$ cat src/rtl/imem_loader.sv
// Byte-stream instruction memory loader: parses START/count/payload frames, writes big-endian
// 16-bit words from address 0 and holds the CPU until loaded. Optional checksum: IMEM_LOADER_CHECKSUM_EN.
module imem_loader #(
  parameter int          ADDR_W     = 10,
  parameter logic [7:0]  START_BYTE = 8'hA5
) (
  input  logic              clock,
  input  logic              reset,
  input  logic [7:0]        in_data,
  input  logic              in_valid,
  output logic              in_ready,
  output logic              imem_we,
  output logic [ADDR_W-1:0] imem_addr,
  output logic [15:0]       imem_wdata,
  output logic              cpu_hold,
  output logic              done,
  output logic              error,
  output logic [ADDR_W:0]   words_loaded
);
  typedef enum logic [3:0] {
    IDLE, CNT_HI, CNT_LO, DATA_HI, DATA_LO, WRITE,
`ifdef IMEM_LOADER_CHECKSUM_EN
    CSUM,
`endif
    DONE, ERROR
  } state_t;

  localparam logic [16:0] MAX_CNT = 17'(2**ADDR_W);

  state_t            state_q, state_d;
  logic [15:0]       cnt_q, cnt_d;
  logic [ADDR_W:0]   idx_q, idx_d;
  logic [7:0]        hi_q, hi_d;
  logic              we_q, we_d;
  logic [ADDR_W-1:0] addr_q, addr_d;
  logic [15:0]       wdata_q, wdata_d;
`ifdef IMEM_LOADER_CHECKSUM_EN
  logic [7:0]        csum_q, csum_d;
`endif

  logic              fire;
  logic [15:0]       cnt_new;
  logic [ADDR_W:0]   idx_inc;

  // Ready is a pure state decode so it never depends on in_valid.
  assign in_ready     = (state_q != WRITE) && (state_q != DONE);
  assign fire         = in_valid && in_ready;
  assign cnt_new      = {cnt_q[15:8], in_data};
  assign idx_inc      = idx_q + 1'b1;
  assign imem_we      = we_q;
  assign imem_addr    = addr_q;
  assign imem_wdata   = wdata_q;
  assign cpu_hold     = (state_q != DONE);
  assign done         = (state_q == DONE);
  assign error        = (state_q == ERROR);
  assign words_loaded = idx_q;

  always_comb begin
    state_d = state_q;
    cnt_d   = cnt_q;
    idx_d   = idx_q;
    hi_d    = hi_q;
    we_d    = 1'b0;
    addr_d  = addr_q;
    wdata_d = wdata_q;
`ifdef IMEM_LOADER_CHECKSUM_EN
    csum_d  = csum_q;
`endif
    case (state_q)
      IDLE, ERROR: if (fire && in_data == START_BYTE) begin
        state_d = CNT_HI;
        idx_d   = '0;
`ifdef IMEM_LOADER_CHECKSUM_EN
        csum_d  = '0;
`endif
      end
      CNT_HI: if (fire) begin
        cnt_d   = {in_data, cnt_q[7:0]};
        state_d = CNT_LO;
      end
      CNT_LO: if (fire) begin
        cnt_d   = cnt_new;
        state_d = (cnt_new == 16'd0 || {1'b0, cnt_new} > MAX_CNT) ? ERROR : DATA_HI;
      end
      DATA_HI: if (fire) begin
        hi_d    = in_data;
`ifdef IMEM_LOADER_CHECKSUM_EN
        csum_d  = csum_q ^ in_data;
`endif
        state_d = DATA_LO;
      end
      // Write strobe, address and data are all registered here so WRITE sees clean flop outputs.
      DATA_LO: if (fire) begin
        we_d    = 1'b1;
        addr_d  = idx_q[ADDR_W-1:0];
        wdata_d = {hi_q, in_data};
`ifdef IMEM_LOADER_CHECKSUM_EN
        csum_d  = csum_q ^ in_data;
`endif
        state_d = WRITE;
      end
      WRITE: begin
        idx_d = idx_inc;
        if (17'(idx_inc) == 17'(cnt_q)) begin
`ifdef IMEM_LOADER_CHECKSUM_EN
          state_d = CSUM;
`else
          state_d = DONE;
`endif
        end else begin
          state_d = DATA_HI;
        end
      end
`ifdef IMEM_LOADER_CHECKSUM_EN
      CSUM: if (fire) state_d = (in_data == csum_q) ? DONE : ERROR;
`endif
      default: ;
    endcase
  end

  always_ff @(posedge clock) begin
    if (reset) begin
      state_q <= IDLE;
      cnt_q   <= '0;
      idx_q   <= '0;
      hi_q    <= '0;
      we_q    <= 1'b0;
      addr_q  <= '0;
      wdata_q <= '0;
`ifdef IMEM_LOADER_CHECKSUM_EN
      csum_q  <= '0;
`endif
    end else begin
      state_q <= state_d;
      cnt_q   <= cnt_d;
      idx_q   <= idx_d;
      hi_q    <= hi_d;
      we_q    <= we_d;
      addr_q  <= addr_d;
      wdata_q <= wdata_d;
`ifdef IMEM_LOADER_CHECKSUM_EN
      csum_q  <= csum_d;
`endif
    end
  end
endmodule

$ cat config.mk
export PLATFORM = sky130hd
export DESIGN_NAME = imem_loader
export DESIGN_NICKNAME = d
export VERILOG_FILES = /design/src/rtl/imem_loader.sv
export SDC_FILE = /design/constraint.sdc
export NUM_CORES = 1
export LEC_CHECK = 0
export CORE_ASPECT_RATIO = 1.2
export CORE_MARGIN = 4
export CORE_UTILIZATION = 23
export CTS_BUF_LIST = sky130_fd_sc_hd__clkbuf_4 sky130_fd_sc_hd__clkbuf_8
export DETAILED_ROUTE_END_ITERATION = 8
export GPL_TIMING_DRIVEN = 0
export PLACE_DENSITY_LB_ADDON = 0.2
export SKIP_CTS_REPAIR_TIMING = 1
export SLEW_MARGIN = 40
export SYNTH_ARGS = -nofsm -noshare
export SYNTH_HDL_FRONTEND = slang
export SYNTH_SLANG_ARGS = --single-unit
$ cat constraint.sdc
create_clock -name clock -period 5.6 [get_ports clock]
set_clock_uncertainty 0.05 [all_clocks]
set_input_delay 0.84 -clock clock [delete_from_list [all_inputs] [get_ports clock]]
set_output_delay 0.84 -clock clock [all_outputs]
set_load 0.01 [all_outputs]
==> results list, run 1 <==
- GPL Wtd Cong: 0.7933
- Number of enable-type register cells in the synthesized netlist: 0
- Total of max-cap violations: 0
* Fraction of power consumed by sequential logic: 48.7%
- Final core utilization: 31.48%
- Max Transition Viols Final: 0
* Total negative setup slack: 0 ns
- Clock tree from TritonCTS: yes
* Crit Path Category: register to primary output
* Crit path max-delay family: buffers and inverters
- Port Buf Inserts: 52
- Across the VDD grid, the largest voltage drop is 0.0001165 V.
* Time the worst path needs with I/O delays and setup: 2.916 ns
- STA classifies the critical path endpoint as a primary output.
- Area of the placeable core: 12,280 um^2
* Total power after layout: 0.9475 mW
* Number of levels in the clock H-tree: 3
- Clock Sinks: 65
- Critical path arrival: 2.03 ns
- Once the floorplan was initialized, standard cells occupied 23.74% of the core.
* Number of global-route vias before repair: 2,781
- The Yosys step of the flow raised 0 warnings.
- For this design the ratio of total power to cell area is 245.2 nW/um^2.
- Net switching is 23.38% of the power.
- Maximum count of clock buffers along a single path: 2
- At the end of the flow, the number of nets in the layout was 452.
* Worst slack at placement: 2.550 ns
- In the post-synthesis netlist, the biggest area contributors are dfxtp_1 (45%), nand2_1 (13%), a21oi_1 (9.4%), nor2_1 (4.5%), xnor2_1 (3.9%).
- Number of I/O pins: 53
- Of the post-synthesis cell area, the part taken by muxes is 2.748%.
- After clock tree synthesis, the clock-pin slew on the worst setup and hold paths is 0.08 ns.
- Among all stages on the critical path, the largest delay is contributed by clkdlybuf4s50_1.
- The final route contains 2,757 vias.
- Critical path startpoint category: register
* Library cells used by synthesis: 40
* Die area: 14,540 um^2
- Per-cell via count in the routed design: 4.550
* Ratio of cells with drive above 1 in the final layout: 6.966%
* Post-synthesis sequential area ratio: 44.65%
- Synthesized-area fraction occupied by adder cells: 0.4294%
- Share of the synthesized area in the top cell type: 44.65%
- Post-detailed-route wirelength per cell: 14.13 um
- Endpoints failing hold: 0
- From left edge to right edge, the die measures 110.8 um.
* Basic-gate share of the synthesized area counting and, or, nand and nor cells: 27.31%
* CTS Root Cell: clkbuf_8
- Worst reg-to-reg setup slack: 3.35 ns
- The routed design has 8.562 mm of wire.
* Highest cell delay on the worst timing path: 0.49 ns
- Setup violations remaining at the end of the flow were counted as 0.
- The cell that appears most often on the critical path is nor2_1.
* Die span in y: 131.3 um
- Filler instances: 1,350
- Total half-perimeter wirelength after legalization and detailed placement: 6.355 mm
- The repair_antennas step left the layout with diodes totalling 0.
- Traced cell by cell, the critical path runs through buf_2 -> nand2_1 -> nor2_1 -> nor2_1 -> clkdlybuf4s50_1.
- The detailed router finished its first iteration with 129 violations.
- By area, the combinational part of the netlist is dominated by simple AND/OR/NAND/NOR gates.
- Fin worst setup slack: 2.684 ns
* Most used flip-flop cell after synthesis: dfxtp_1
* Clock latency reported for the late side of the worst-skew pair: 0.35 ns
* Max Clock Freq: 0.3429 GHz
- #FFs+latches synth: 65
* Number of rows in the core area: 44
- Of all flip-flops after synthesis, the portion carrying an async set or reset was 0%.
- After global routing the overflow that remains totals 0.
- The cell count after synthesis came out at 377.
- Leading area contributor after synthesis: dfxtp_1
- Buffers inserted during clock tree synthesis total 9.
- The flow ran to the end, and the final reports show no timing, DRC or antenna violations.
- Wire length of the first global-routing pass: 14.37 mm
* Buffers & Inverters on Critical Path: 2
- Of the total power, combinational logic draws 2.9%.
- Summing the areas of all compound-gate instances in the mapped netlist gives 16.06% of the synthesized area.
* DRC Markers: 0
- The number of antenna violations at the first check in global routing is 0.
- Max transition margin: 59.26%
* Clock network fraction of total power: 48.4%
- The internal portion of the total power is 0.7260 mW.
* Maximum number of pins on one net before global-route repair: 14
- Setup repair after global routing missed its margin: no
- The synthesized netlist occupies a cell area of 2914 um^2.
- In the finished design, the share of the clock period the worst path needs comes to 52.07%.
- Each instance of the synthesized netlist takes up on average 7.730 um^2.
- The first detailed-routing pass ran for 4 iterations.
* Syn-to-layout area delta: 32.63%
* Worst-case hold slack: 0.4028 ns
* Remaining number of nets flagged by the antenna check after routing: 0
- The synthesized netlist devotes 5.410% of its cell area to XOR and XNOR gates.
* Biggest fanout along the worst timing path: 10
* Measured slew at the worst slew-check pin: 0.6088 ns
* Global router's overall resource usage: 12.15%
- Worst hold path type: register to register
- Required @ worst endpoint: 4.71 ns
- For this design the total switching power over the nets is 0.2215 mW.
* Nets in the synthesized netlist: 389
- Static leakage: 1.246 nW
-- metal layers --
metal,track usage (%),part of all wire (%),up-vias
li1,-,-,1405
met1,15.03,46,1283
met2,20.78,49,59
met3,3.174,3.9,10
met4,3.491,1.4,0
met5,0,0,-
-- flip-flops by register name (all words and copies together), names as in the netlist --
name          flops
imem_wdata       16
imem_addr        10
state_q           3
cnt_q            16
hi_q              8
imem_we           1
words_loaded     11
-- worst reg2reg max path, delay by kind of cell, from the launching register on --
| family | cells | cell delay [ns] |
|---|---|---|
| AO/OA/AOI/OAI | 1 | 0.21 |
| flip-flops | 1 | 0.47 |
| XOR/XNOR | 1 | 0.13 |
| AND/OR/NAND/NOR | 4 | 0.91 |
| adder cells (fa/ha/maj) | 1 | 0.19 |
| buffers and inverters | 1 | 0.20 |
-- power groups by stage --
stage | clock [mW] | sequential, mW | combinational (mW)
5_1_grt | 0.491 | 0.462 | 0.0292
3_3_place_gp | 0 | 0.473 | 0.0274
2_1_floorplan | 0 | 0.473 | 0.00906
3_5_place_dp | 0 | 0.473 | 0.0279
6_report | 0.459 | 0.462 | 0.0272
4_1_cts | 0.473 | 0.462 | 0.0279
-- cell type report --
class                      instances  area [um^2]  share of cell area (%)
multi-input combinational        288         1519                   39.30
sequential                        65         1301                   33.67
timing repair buffer              52        520.5                   13.47
tap                              161        201.4                   5.212
clock buffer                       9        123.9                   3.205
clock inverter                     7        100.1                   2.590
buffer                            21        87.58                   2.266
inverter                           3        11.26                  0.2914
-- synthesized netlist by cell type, drive strengths merged, types with 4 or more instances --
library cell	number
xnor2	13
clkbuf	14
xor2	5
buf	7
or3	4
dfxtp	65
nand2	101
a21oi	55
mux2i	8
nor4	4
and2	4
nor2	35
o21ai	13
nand3	8
-- through the flow --
step,std cells,cell area (um^2)
after CTS,606,3860
after global routing,606,3865
after global placement,590,3636
final,606,3865
after floorplan,377,2914
after detailed placement,590,3636
-- logic make-up (layout without fill, tap and decap cells) --
logic type                 Yosys count  in the layout
muxes                                8              8
AOI/OAI and AO/OA                   84             84
and+or+nand+nor                    177            177
DFF                                 65             65
buffers and inverters               24             92
adders and majority gates            1              1
xor gates and xnor gates            18             18
-- worst paths after layout --
path	startpoint	end	cells after the start
hold reg to reg	imem_addr[2]$_SDFFE_PP0P_	imem_addr[2]$_SDFFE_PP0P_	2
setup reg to reg	words_loaded[1]$_SDFFE_PP0P_	state_q[0]$_SDFFE_PP0P_	8
hold / removal	imem_addr[2]$_SDFFE_PP0P_	imem_addr[2]$_SDFFE_PP0P_	2
setup / recovery	state_q[2]$_SDFFE_PP0P_	in_ready	5
-- cells in the final DEF (no fill, tap or decap), types with 3 or more instances in the layout --
cell and n:
nand2_1 100, dfxtp_1 65, a21oi_1 55, clkdlybuf4s50_1 52, nor2_1 35, clkbuf_1 14, xnor2_1 13, o21ai_0 13
clkbuf_8 9, mux2i_1 8, buf_2 7, nand3_1 7, xor2_1 5, and2_1 4, or3_1 4, nor2b_1 3
inv_1 3, nor4_2 3, nand2b_1 3, a31oi_1 3, inv_6 3
No activity file was read; power rests on OpenSTA's default activity.
==> run 2, diff against run 1 <==
==> constraint.sdc (replaced) <==
create_clock -name clock -period 2.9 [get_ports clock]
set_clock_uncertainty 0.05 [all_clocks]
set_input_delay 0.435 -clock clock [delete_from_list [all_inputs] [get_ports clock]]
set_output_delay 0.435 -clock clock [all_outputs]
set_load 0.01 [all_outputs]
==> results of run 2 <==
The final DEF is identical to that of run 1. Status: complete, no violations.
Main changes from that run: setup slack after placement 2.550 ns -> 0.2546 ns; setup slack after layout 2.684 ns -> 0.3889 ns; register-to-register setup slack 3.35 ns -> 0.65 ns; total power 0.9475 mW -> 1.830 mW; worst IR drop on VDD 0.0001165 V -> 0.0002250 V
==> run 3, diff against run 2 <==
--- a/config.mk
+++ b/config.mk
@@ -5,8 +5,8 @@
 export SDC_FILE = /design/constraint.sdc
 export NUM_CORES = 1
 export LEC_CHECK = 0
+export CAP_MARGIN = 20
 export CORE_ASPECT_RATIO = 1.2
-export CORE_MARGIN = 4
 export CORE_UTILIZATION = 23
 export CTS_BUF_LIST = sky130_fd_sc_hd__clkbuf_4 sky130_fd_sc_hd__clkbuf_8
 export DETAILED_ROUTE_END_ITERATION = 8
==> run 3 against run 2 <==
Sequential power about the same. Clock-buffer cell count unchanged. Global-route usage increased by 1.8 points. First-iteration DRC count is 0.78% lower. Register-to-register slack got worse by 0.09 ns. Combinational power is 1% lower. Final area fell by 0.71%. Clock power decreased by 8.6%. Highest routed layer unchanged.
==> results list, run 3 (synthesis results as in run 1) <==
- The run finished with clean final reports.
- Number of buffers added by the clock tree synthesis step: 9 (unchanged)
- The final layout net count was 452 (unchanged).
- The library cell used most frequently in the layout, excluding fill and tap cells, is nand2_1.
* Measured slew at the worst slew-check pin: 0.8628 ns (+0.2539 ns)
- Highest cell delay on the worst timing path: 0.49 ns (about the same)
* Biggest fanout along the worst timing path: 10 (unchanged)
- The sum of negative setup slack came to 0 ns (unchanged).
- Critical path endpoint category: primary output
- The post-route DRC violation count is 0 (unchanged).
* Instance area at placement: 3636 um^2 (unchanged)
- Port Buf Inserts: 52 (unchanged)
* Initial antenna violation count: 0 (unchanged)
- The routed design could run at a clock period as short as 2.464 ns.
* Area of the placeable core: 12,220 um^2 (-0.45%)
- The remaining number of nets flagged by the antenna check after routing came to 0 (unchanged).
- The endpoint arrival time on the critical path was 1.98 ns (-0.05 ns).
- The count of final max-slew check failures is 0 (unchanged).
- The worst hold slack across all endpoints is 0.4051 ns (+0.002263 ns).
* Fin worst setup slack: 0.4362 ns
- Global router's overall resource usage: 13.93% (+1.8 points)
* Worst slack at placement: 0.2810 ns
- Maximum count of clock buffers along a single path: 2 (unchanged)
- The via count of the first global-routing pass was 2,695 (-3.1%).
- Max transition margin: 42.04% (-17 points)
- Crit Path Category: register to primary output
* Final design area excluding fillers: 3837 um^2 (-0.71%)
- CTS Root Cell: clkbuf_8
- Critical path startpoint category: register
- Worst hold path type: register to register
* Number of setup violations in the final report: 0 (unchanged)
* Die span in y: 125.3 um (-4.6%)
- Violation count after the first detailed-routing iteration: 128 (-0.78%)
- Power spread over the standard cell area amounts to 456.7 nW/um^2.
- The HPWL reported at the end of detailed placement was 6.217 mm (-2.2%).
- Setup repair after global routing missed its margin: no
- The library cells used most frequently in the layout, excluding fill and tap cells, are nand2_1 (100), dfxtp_1 (65), a21oi_1 (55).
* Clock latency reported for the late side of the worst-skew pair: 0.36 ns (about the same)
- Syn-to-layout area delta: 31.69%
- The number of ports placed on the die boundary was 53 (unchanged).
- Pre-Repair DR Iteration Count: 4 (unchanged)
- Most used cell along the critical path: nor2_1
* Post-CTS clock slew at the launch and capture registers of the worst setup and hold paths: 0.09 ns (about the same)
- VDD sags by at most 0.0002017 V.
- Worst-path cell with the longest stage delay: clkdlybuf4s50_1
* Ordered cell list for the critical path: buf_2 -> nand2_1 -> nor2_1 -> nor2_1 -> clkdlybuf4s50_1
* Worst Reg2Reg Path Length in Cells: 8 (unchanged)
* Worst hold stages: 2 (unchanged)
- The total clock sinks came to 65 (unchanged).
- Starting Density: 23.84% (+0.11 points)
* Post-detailed-route wirelength per cell: 13.99 um (-0.97%)
- Die area: 13,130 um^2 (-9.7%)
- The die outline width is 104.8 um (-5.4%).
* Share of the clock period used by the worst path after layout: 84.96%
* Post-detailed-routing wire length: 8.479 mm (-0.97%)
- Wire length of the first global-routing pass: 14.18 mm (-1.3%)
- Residual overflow from global routing: 0 (unchanged)
- Total of max-cap violations: 0 (unchanged)
* Ratio of cells with drive above 1 in the final layout: 6.742% (-0.22 points)
* Required @ worst endpoint: 2.41 ns
- The leakage power summed over all cells is 1.226 nW (-1.6%).
- The standard-cell row count was 44 (unchanged).
- GPL Wtd Cong: 0.8210 (+3.5%)
- Maximum number of pins on one net before global-route repair: 14 (unchanged)
- TritonCTS built the clock tree.
- The total via count after detailed routing is 2,767 (+0.36%).
- Max Clock Freq: 0.4059 GHz
* Per-cell via count in the routed design: 4.566 (+0.36%)
* Filler instances: 1,346 (-0.30%)
* Endpoints failing hold: 0 (unchanged)
- The deepest level of the CTS H-tree is 3 (unchanged).
- The number of antenna repair diodes came to 0 (unchanged).
[run 3: changes by cell type in the layout (fill, tap and decap cells not counted)]
cell        delta
clkinv_4       +1
inv_6          -1
nor3_1         +1
bufinv_16      -1
clkinvlp_4     +1
nor3_2         -1
[run 3: layer usage]
layer  vias to the layer above  GRT usage [%]  part of all wire (%)
met2                        55          23.02                    49
met5                         -              0                     0
met1                      1294          17.39                    46
met4                         0          6.545                   1.7
li1                       1407              -                     -
met3                        11          2.711                   3.2
[run 3: area by class of cell]
type / count / area (um^2) / share of cell area (%)
repair buffers: 52 / 520.5 / 13.56
clock inverters: 7 / 77.57 / 2.022
multi-input cells: 288 / 1514 / 39.45
inverters: 3 / 11.26 / 0.2934
plain buffers: 21 / 87.58 / 2.282
flip-flops and latches: 65 / 1301 / 33.91
well taps: 161 / 201.4 / 5.249
clock buffers: 9 / 123.9 / 3.228
[run 3: power breakdown]
group	switching, mW	internal, mW	leakage, nW	total, mW
clock	0.405	0.404	0.100	0.809
sequential	0.000136	0.892	0.523	0.892
combinational	0.0346	0.0175	0.603	0.0521
total	0.439	1.31	1.23	1.75
[run 3: final timing paths]
path,slack (ns),endpoint,start
worst min-delay path,0.41,imem_wdata[8]$_SDFFE_PP0P_,hi_q[0]$_SDFFE_PP0P_
worst max-delay path,0.44,in_ready,state_q[2]$_SDFFE_PP0P_
worst min register to register,0.41,imem_wdata[8]$_SDFFE_PP0P_,hi_q[0]$_SDFFE_PP0P_
worst max register to register,0.56,state_q[0]$_SDFFE_PP0P_,words_loaded[1]$_SDFFE_PP0P_
[run 3: metrics by stage]
stage / util (%) / cells / power, mW
detailed placement: 29.75 / 590 / 0.9658
global route: 31.40 / 606 / 1.815
global placement: 29.75 / 590 / 0.9657
CTS: 31.40 / 606 / 1.778
floorplan: - / 377 / 0.9303
finish: 31.40 / 606 / 1.752
[run 3: worst max-delay path, delay by kind of cell (launching register included)]
kind | cells | cell delay [ns]
buffers and inverters | 2 | 0.70
DFF | 1 | 0.35
and+or+nand+nor | 3 | 0.57
